## src/rtl/route_writeback.sv

```systemverilog
// route_writeback: write-side endpoint of the route-optimisation stream.
// Collects one route per burst (BEATS beats of LANES city indices) from the opt datapath and
// writes each accepted beat, in order, into the route RAM through a one-register write stage.
// Optional feature macro: ROUTE_CHECK_EN (adds a city-permutation checker driving perm_err_o).
//
// Ports:
//   clk         clock, rising edge
//   reset       synchronous active-low reset
//   start_i     open (or restart) a route burst
//   in_valid_i  beat valid
//   in_data_i   beat, lane i at [i*CITY_W +: CITY_W]
//   wr_en_o     RAM write strobe (one cycle after acceptance)
//   wr_addr_o   RAM word address
//   wr_data_o   RAM write data
//   busy_o      burst open
//   done_o      pulse with the write of the last beat
//   ovf_err_o   sticky: beat outside a burst, or burst restarted while open
//   perm_err_o  sticky: route is not a city permutation (0 without ROUTE_CHECK_EN)
module route_writeback #(
  parameter int unsigned CITY_W = 7,
  parameter int unsigned LANES  = 8,
  parameter int unsigned BEATS  = 16,
  localparam int unsigned ADDR_W = $clog2(BEATS),
  localparam int unsigned DATA_W = LANES * CITY_W
) (
  input  logic              clk,
  input  logic              reset,
  input  logic              start_i,
  input  logic              in_valid_i,
  input  logic [DATA_W-1:0] in_data_i,
  output logic              wr_en_o,
  output logic [ADDR_W-1:0] wr_addr_o,
  output logic [DATA_W-1:0] wr_data_o,
  output logic              busy_o,
  output logic              done_o,
  output logic              ovf_err_o,
  output logic              perm_err_o
);

  localparam logic [ADDR_W-1:0] LastAddr = ADDR_W'(BEATS - 1);

  typedef enum logic {StIdle, StCollect} state_e;

  state_e              state_q, state_d;
  logic [ADDR_W-1:0]   cnt_q, cnt_d;
  logic                wr_en_q, done_q, ovf_q, ovf_d;
  logic [ADDR_W-1:0]   wr_addr_q;
  logic [DATA_W-1:0]   wr_data_q;

  logic                is_collect, last_beat, accept, beat_to_zero, acc_last;
  logic [ADDR_W-1:0]   acc_addr;

  always_comb begin
    is_collect = (state_q == StCollect);
    last_beat  = is_collect && (cnt_q == LastAddr);
    accept     = in_valid_i && (is_collect || start_i);
    // A start coinciding with the closing beat lets that beat finish the old route at LastAddr;
    // any other start rebases the simultaneous beat to address 0.
    beat_to_zero = start_i && !last_beat;
    acc_addr     = beat_to_zero ? '0 : cnt_q;
    acc_last     = accept && (acc_addr == LastAddr);

    state_d = state_q;
    if (start_i) begin
      state_d = StCollect;
    end else if (acc_last) begin
      state_d = StIdle;
    end

    cnt_d = cnt_q;
    if (start_i) begin
      cnt_d = (accept && beat_to_zero) ? ADDR_W'(1) : '0;
    end else if (acc_last) begin
      cnt_d = '0;
    end else if (accept) begin
      cnt_d = cnt_q + 1'b1;
    end

    if (start_i && !is_collect) begin
      ovf_d = 1'b0;
    end else begin
      ovf_d = ovf_q | (start_i && is_collect) | (in_valid_i && !is_collect && !start_i);
    end
  end

  always_ff @(posedge clk) begin
    if (!reset) begin
      state_q   <= StIdle;
      cnt_q     <= '0;
      wr_en_q   <= 1'b0;
      wr_addr_q <= '0;
      wr_data_q <= '0;
      done_q    <= 1'b0;
      ovf_q     <= 1'b0;
    end else begin
      state_q <= state_d;
      cnt_q   <= cnt_d;
      wr_en_q <= accept;
      done_q  <= acc_last;
      ovf_q   <= ovf_d;
      if (accept) begin
        wr_addr_q <= acc_addr;
        wr_data_q <= in_data_i;
      end
    end
  end

  assign wr_en_o   = wr_en_q;
  assign wr_addr_o = wr_addr_q;
  assign wr_data_o = wr_data_q;
  assign done_o    = done_q;
  assign busy_o    = is_collect;
  assign ovf_err_o = ovf_q;

`ifdef ROUTE_CHECK_EN
  localparam int unsigned RouteLen = BEATS * LANES;

  logic [RouteLen-1:0] seen_q, seen_d, seen_base, beat_bits;
  logic [CITY_W-1:0]   lane_city;
  logic                beat_err, err_now, perm_q, perm_d;

  always_comb begin
    seen_base = beat_to_zero ? '0 : seen_q;
    beat_bits = '0;
    beat_err  = 1'b0;
    lane_city = '0;
    // beat_bits also catches two equal lanes within the same beat
    for (int i = 0; i < int'(LANES); i++) begin
      lane_city = in_data_i[i*CITY_W +: CITY_W];
      if (32'(lane_city) >= RouteLen) begin
        beat_err = 1'b1;
      end else begin
        if (seen_base[lane_city] || beat_bits[lane_city]) beat_err = 1'b1;
        beat_bits[lane_city] = 1'b1;
      end
    end
    err_now = accept && (beat_err || (acc_last && !(&(seen_base | beat_bits))));

    if (start_i && last_beat) begin
      seen_d = '0;
    end else if (accept) begin
      seen_d = seen_base | beat_bits;
    end else if (start_i) begin
      seen_d = '0;
    end else begin
      seen_d = seen_q;
    end

    perm_d = (start_i && !is_collect) ? err_now : (perm_q | err_now);
  end

  always_ff @(posedge clk) begin
    if (!reset) begin
      seen_q <= '0;
      perm_q <= 1'b0;
    end else begin
      seen_q <= seen_d;
      perm_q <= perm_d;
    end
  end

  assign perm_err_o = perm_q;
`else
  assign perm_err_o = 1'b0;
`endif

endmodule

```

## config.mk

```make
export PLATFORM = sky130hd
export DESIGN_NAME = route_writeback
export DESIGN_NICKNAME = d
export VERILOG_FILES = /design/src/rtl/route_writeback.sv
export SDC_FILE = /design/constraint.sdc
export NUM_CORES = 1
export LEC_CHECK = 0
export CAP_MARGIN = 20
export CORE_UTILIZATION = 40
export CTS_CLUSTER_SIZE = 24
export DETAILED_ROUTE_END_ITERATION = 16
export PLACE_DENSITY = 0.87
export SYNTH_ARGS = -nofsm -noshare
export SYNTH_HDL_FRONTEND = slang
export SYNTH_SLANG_ARGS = --single-unit
```

## constraint.sdc

```tcl
create_clock -name clk -period 1.9 [get_ports clk]
set_clock_uncertainty 0.2 [all_clocks]
set_input_delay 0.38 -clock clk [delete_from_list [all_inputs] [get_ports clk]]
set_output_delay 0.38 -clock clk [all_outputs]
set_load 0.01 [all_outputs]
```

# == Word level (Yosys, flattened, before mapping) ==
# Index checks and enable logic that the tools add are counted.
# classes
add_sub_neg,1
n_eq_ne,2
muxes,7
bitwise,3
reduce_logical,16
# op_table
cell,count
two-way mux 4 bit,4
logical AND 1 bit,9
equality test 4 bit (second input constant),2
adder 4 x 1 -> 4 bit (second input constant),1
zero test 1 bit,3
two-way mux 1 bit,3
nonzero test 3 bit,1
OR 1 bit,2
nonzero test 2 bit,1
OR reduction 2 bit,1
logical OR 1 bit,1
inverter 1 bit,1
# word_totals
reg_bits,68
in_bits,60

# == Logic depth before layout (Yosys ltp) ==
# Gate-level depths: netlist of the first run.
# depth
depth_word,9
depth_mapped,6
depth_no_buf,4

# == Worst setup path after synthesis of the first run ==
# No wires, ideal clock.
# synth_timing
path_kind,register -> register
start,reg state_q (netlist: busy_o)
end,reg wr_en_q (netlist: wr_en_o)
t_arrival_ps,1079
required_ps,1585
setup_slack_ps,506
stages_incl_launch_ff,6
period_less_slack_ps,1394
path_cell_list,dfxtp_1 -> buf_6 -> o21a_2 -> buf_6 -> buf_6 -> and2_1
# synth_via
elab_chain_cells,2
# synth_rtl
item,line,source
start: declaration,44,"state_e state_q, state_d;"
start signal: assignment,88,state_q <= StIdle;
start signal: assignment,96,state_q <= state_d;
logical OR 1 bit,56,accept = in_valid_i && (is_collect || start_i);
logical AND 1 bit,56,
end signal: assignment,98,wr_en_q <= accept;
end: declaration,46,"logic wr_en_q, done_q, ovf_q, ovf_d;"
# Every way passes these cells.
# A chain may end at the register's enable or synchronous reset.

# == Worst setup path in the final report of the first run ==
# layout_timing
start,reg wr_addr_q[1] (netlist: wr_addr_o[1])
end,out wr_addr_o[1]
# layout_lines
item,line,source
start: declaration,47,logic [ADDR_W-1:0] wr_addr_q;
start signal: assignment,102,wr_addr_q <= acc_addr;
end: declaration,32,"output logic [ADDR_W-1:0] wr_addr_o,"
# No word-level cell between the ends.

==> out/qor.txt, run 1 <==
Register bit total from synthesis - 68
Number of global-route vias before repair - 2305
Clock Tree Buf Depth - 2
Crit path buffers/inverters - 1
Hold Buf Count CTS - 0
Yosys warning total - 0
Initial cell density of the core - 41.3%
Fmax - 0.550 GHz
Worst endpoint data arrival time - 1240 ps
Port Buffer Count - 123
Outcome - complete, no violations
Psw - 0.776 mW
Fin util - 65.4%
WL final - 6470 µm
Int Pwr - 2.76 mW
Largest stage delay, worst path - 570 ps
Vias per Instance - 4.85
Syn nets - 360
Crit start category - flop
Area growth from synthesis to layout - 58.4%
FP Rows - 29
DR DRC count - 0
Insertion delay to the later sink of the worst-skew pair - 340 ps
Sw Ratio - 22.0%
CP Max Fanout - 2
Share of layout cells above drive strength 1 - 6.57%
Critical path required time - 1320 ps
Die area - 0.00688 mm²
Pre-antenna DRT Iters - 4
Setup Crit Path Kind - reg -> out
Sink Count - 68
Clock slew at reported path FFs - 70 ps
Wire per inst - 12.9 µm
Reg power frac - 43.5%
Area of the multi-input gates - 0.00108 mm²
Worst setup EP type - output pin
Hold Vio Cnt, Final - 0
Setup bufs post-CTS - 0
Commonest cells after routing, fill and taps aside - clkdlybuf4s50_1 (122), nand2_1 (118), dfxtp_1 (68)
Largest net degree at the start of global routing - 32
Crit-path leading delay family - buffers and inverters
Synth area leaders - dfxtp_1 (52%), nand2_1 (17%), a21boi_1 (16%)
Pins over their slew limit - 0
Cell area after synthesis - 0.00262 mm²
Unrepaired setup endpoints after global routing - no
Syn Area/Cell - 8.77 µm²
Chip width - 83.0 µm
Final net count - 482
Post-CTS sizing - 0
Hold Slack - 202 ps
Fillers - 511
VDD IR-drop max - 553 µV
Die height - 83.0 µm
Max-capacitance violation count - 0
I/O pins - 125
Yosys cell types - 27
Ant. Diodes - 0
H-tree depth - 3
Initial antenna violation count - 0
Antenna violation net count after detailed routing - 0
Logic gate share of total power - 15.0%
Pwr Total - 3.53 mW
Global Route Usage Sum - 19.6%
Tcrit/Tclk final - 95.7%
First-pass GRT wire length - 10700 µm
Pwr/cell area - 850 mW/mm²
Via count - 2442
TritonCTS buffer count - 9
Leakage - 1.57 nW
Register area share after synthesis - 51.9%
# setup viols final - 0
Area leader, netlist - dfxtp_1
1st-iter DRT viols - 75
Routability cong. - 0.822
Root buf cell - clkbuf_8
Hold WC Path Type - in -> reg
Tmin final - 1820 ps
Synth top area share - 51.9%
Clk network pwr share - 41.5%
Crit-path cells - clkdlybuf4s50_1
Commonest non-fill, non-tap cell in the layout - clkdlybuf4s50_1
Crit path max-delay cell type - clkdlybuf4s50_1
FF+latch area - 0.00136 mm²
Synth Instances - 299
DPL Wire Length - 4710 µm
Total grt overflow - 0
Core box area - 0.00635 mm²
CTS tree - done
## final cells by class
type	count	share of cell area, %
repair buffers	133	32.5
flip-flops and latches	68	32.8
multi-input cells	205	26.0
clock inverters	4	2.29
clock buffers	12	3.74
well taps	77	2.32
inverters	4	0.362
## logic make-up (layout without fill, tap and decap cells)
| kind of cell | count (synthesis) | after routing | synth area share (%) |
|---|---|---|---|
| DFF | 68 | 68 | 51.9 |
| xor gates and xnor gates | 1 | 1 | 0.334 |
| and+or+nand+nor | 128 | 128 | 19.2 |
| adders and majority gates | 1 | 1 | 0.477 |
| buffers and inverters | 26 | 153 | 6.92 |
| other | 1 | 1 | 0.143 |
| AOI/OAI and AO/OA | 74 | 74 | 21.0 |
## worst paths after layout
check	slack (ps)	from	endpoint	cells after the start
setup / recovery	80	wr_addr_o[1]	wr_addr_o[1]	1
hold / removal	200	reset	wr_data_o[55]	2
setup reg to reg	350	cnt_q[1]	done_o	4
hold reg to reg	250	wr_data_o[9]	wr_data_o[9]	2
## per-layer routing
layer / global-route usage [%] / vias to the layer above / routed length, µm
li1: - / 1214 / -
met1: 22.1 / 1131 / 2670
met2: 32.9 / 90 / 3240
met3: 7.65 / 7 / 469
met4: 7.99 / 0 / 93
met5: 0 / - / 0
## registers in the layout (all words and copies together), names as in the netlist
name and flops:
wr_data_o 56, done_o 1, busy_o 1, ovf_err_o 1
wr_en_o 1, cnt_q 4, wr_addr_o 4
## metrics by stage
| step | std cells | worst slack [ps] | setup TNS (ps) | area [µm²] |
|---|---|---|---|---|
| after floorplan | 299 | 506 | 0 | 2620 |
| after global placement | 487 | -11.1 | -11.1 | 3900 |
| after detailed placement | 487 | -1.13 | -1.13 | 3900 |
| after CTS | 503 | 62.5 | 0 | 4150 |
| after global routing | 503 | 6.01 | 0 | 4150 |
| final | 503 | 81.0 | 0 | 4150 |
## cell usage after synthesis
master,instances
a32o_1,4
o21ai_4,1
buf_4,3
o22ai_1,1
o21ai_0,4
nor2b_1,1
or3_1,1
nand4_1,1
inv_1,4
a31oi_1,1
dfxtp_1,68
and2_1,1
nand2_1,118
buf_2,4
ha_1,1
nor2_1,1
clkbuf_1,6
xnor2_1,1
a21boi_0,1
a21oi_1,5
conb_1,1
o21a_2,1
nand3_1,3
nand3b_1,1
a21boi_1,56
buf_6,9
nand4b_1,1
## power groups by stage
stage	logic [mW]	registers [mW]	clock network (mW)
finish	0.529	1.54	1.47
global route	0.570	1.55	1.57
CTS	0.535	1.54	1.50
detailed placement	0.532	1.57	0
global placement	0.519	1.56	0
floorplan	0.196	1.60	0
(Power assumes the default switching activity.)
==> inputs of run 2 (changes only) <==
--- a/config.mk
+++ b/config.mk
@@ -5,6 +5,7 @@
 export SDC_FILE = /design/constraint.sdc
 export NUM_CORES = 1
 export LEC_CHECK = 0
+export ABC_CLOCK_PERIOD_IN_PS = 1900
 export CAP_MARGIN = 20
 export CORE_UTILIZATION = 40
 export CTS_CLUSTER_SIZE = 24
==> results of run 2 <==
Same layout as run 1: the final DEF is identical, and so are final timing and power.
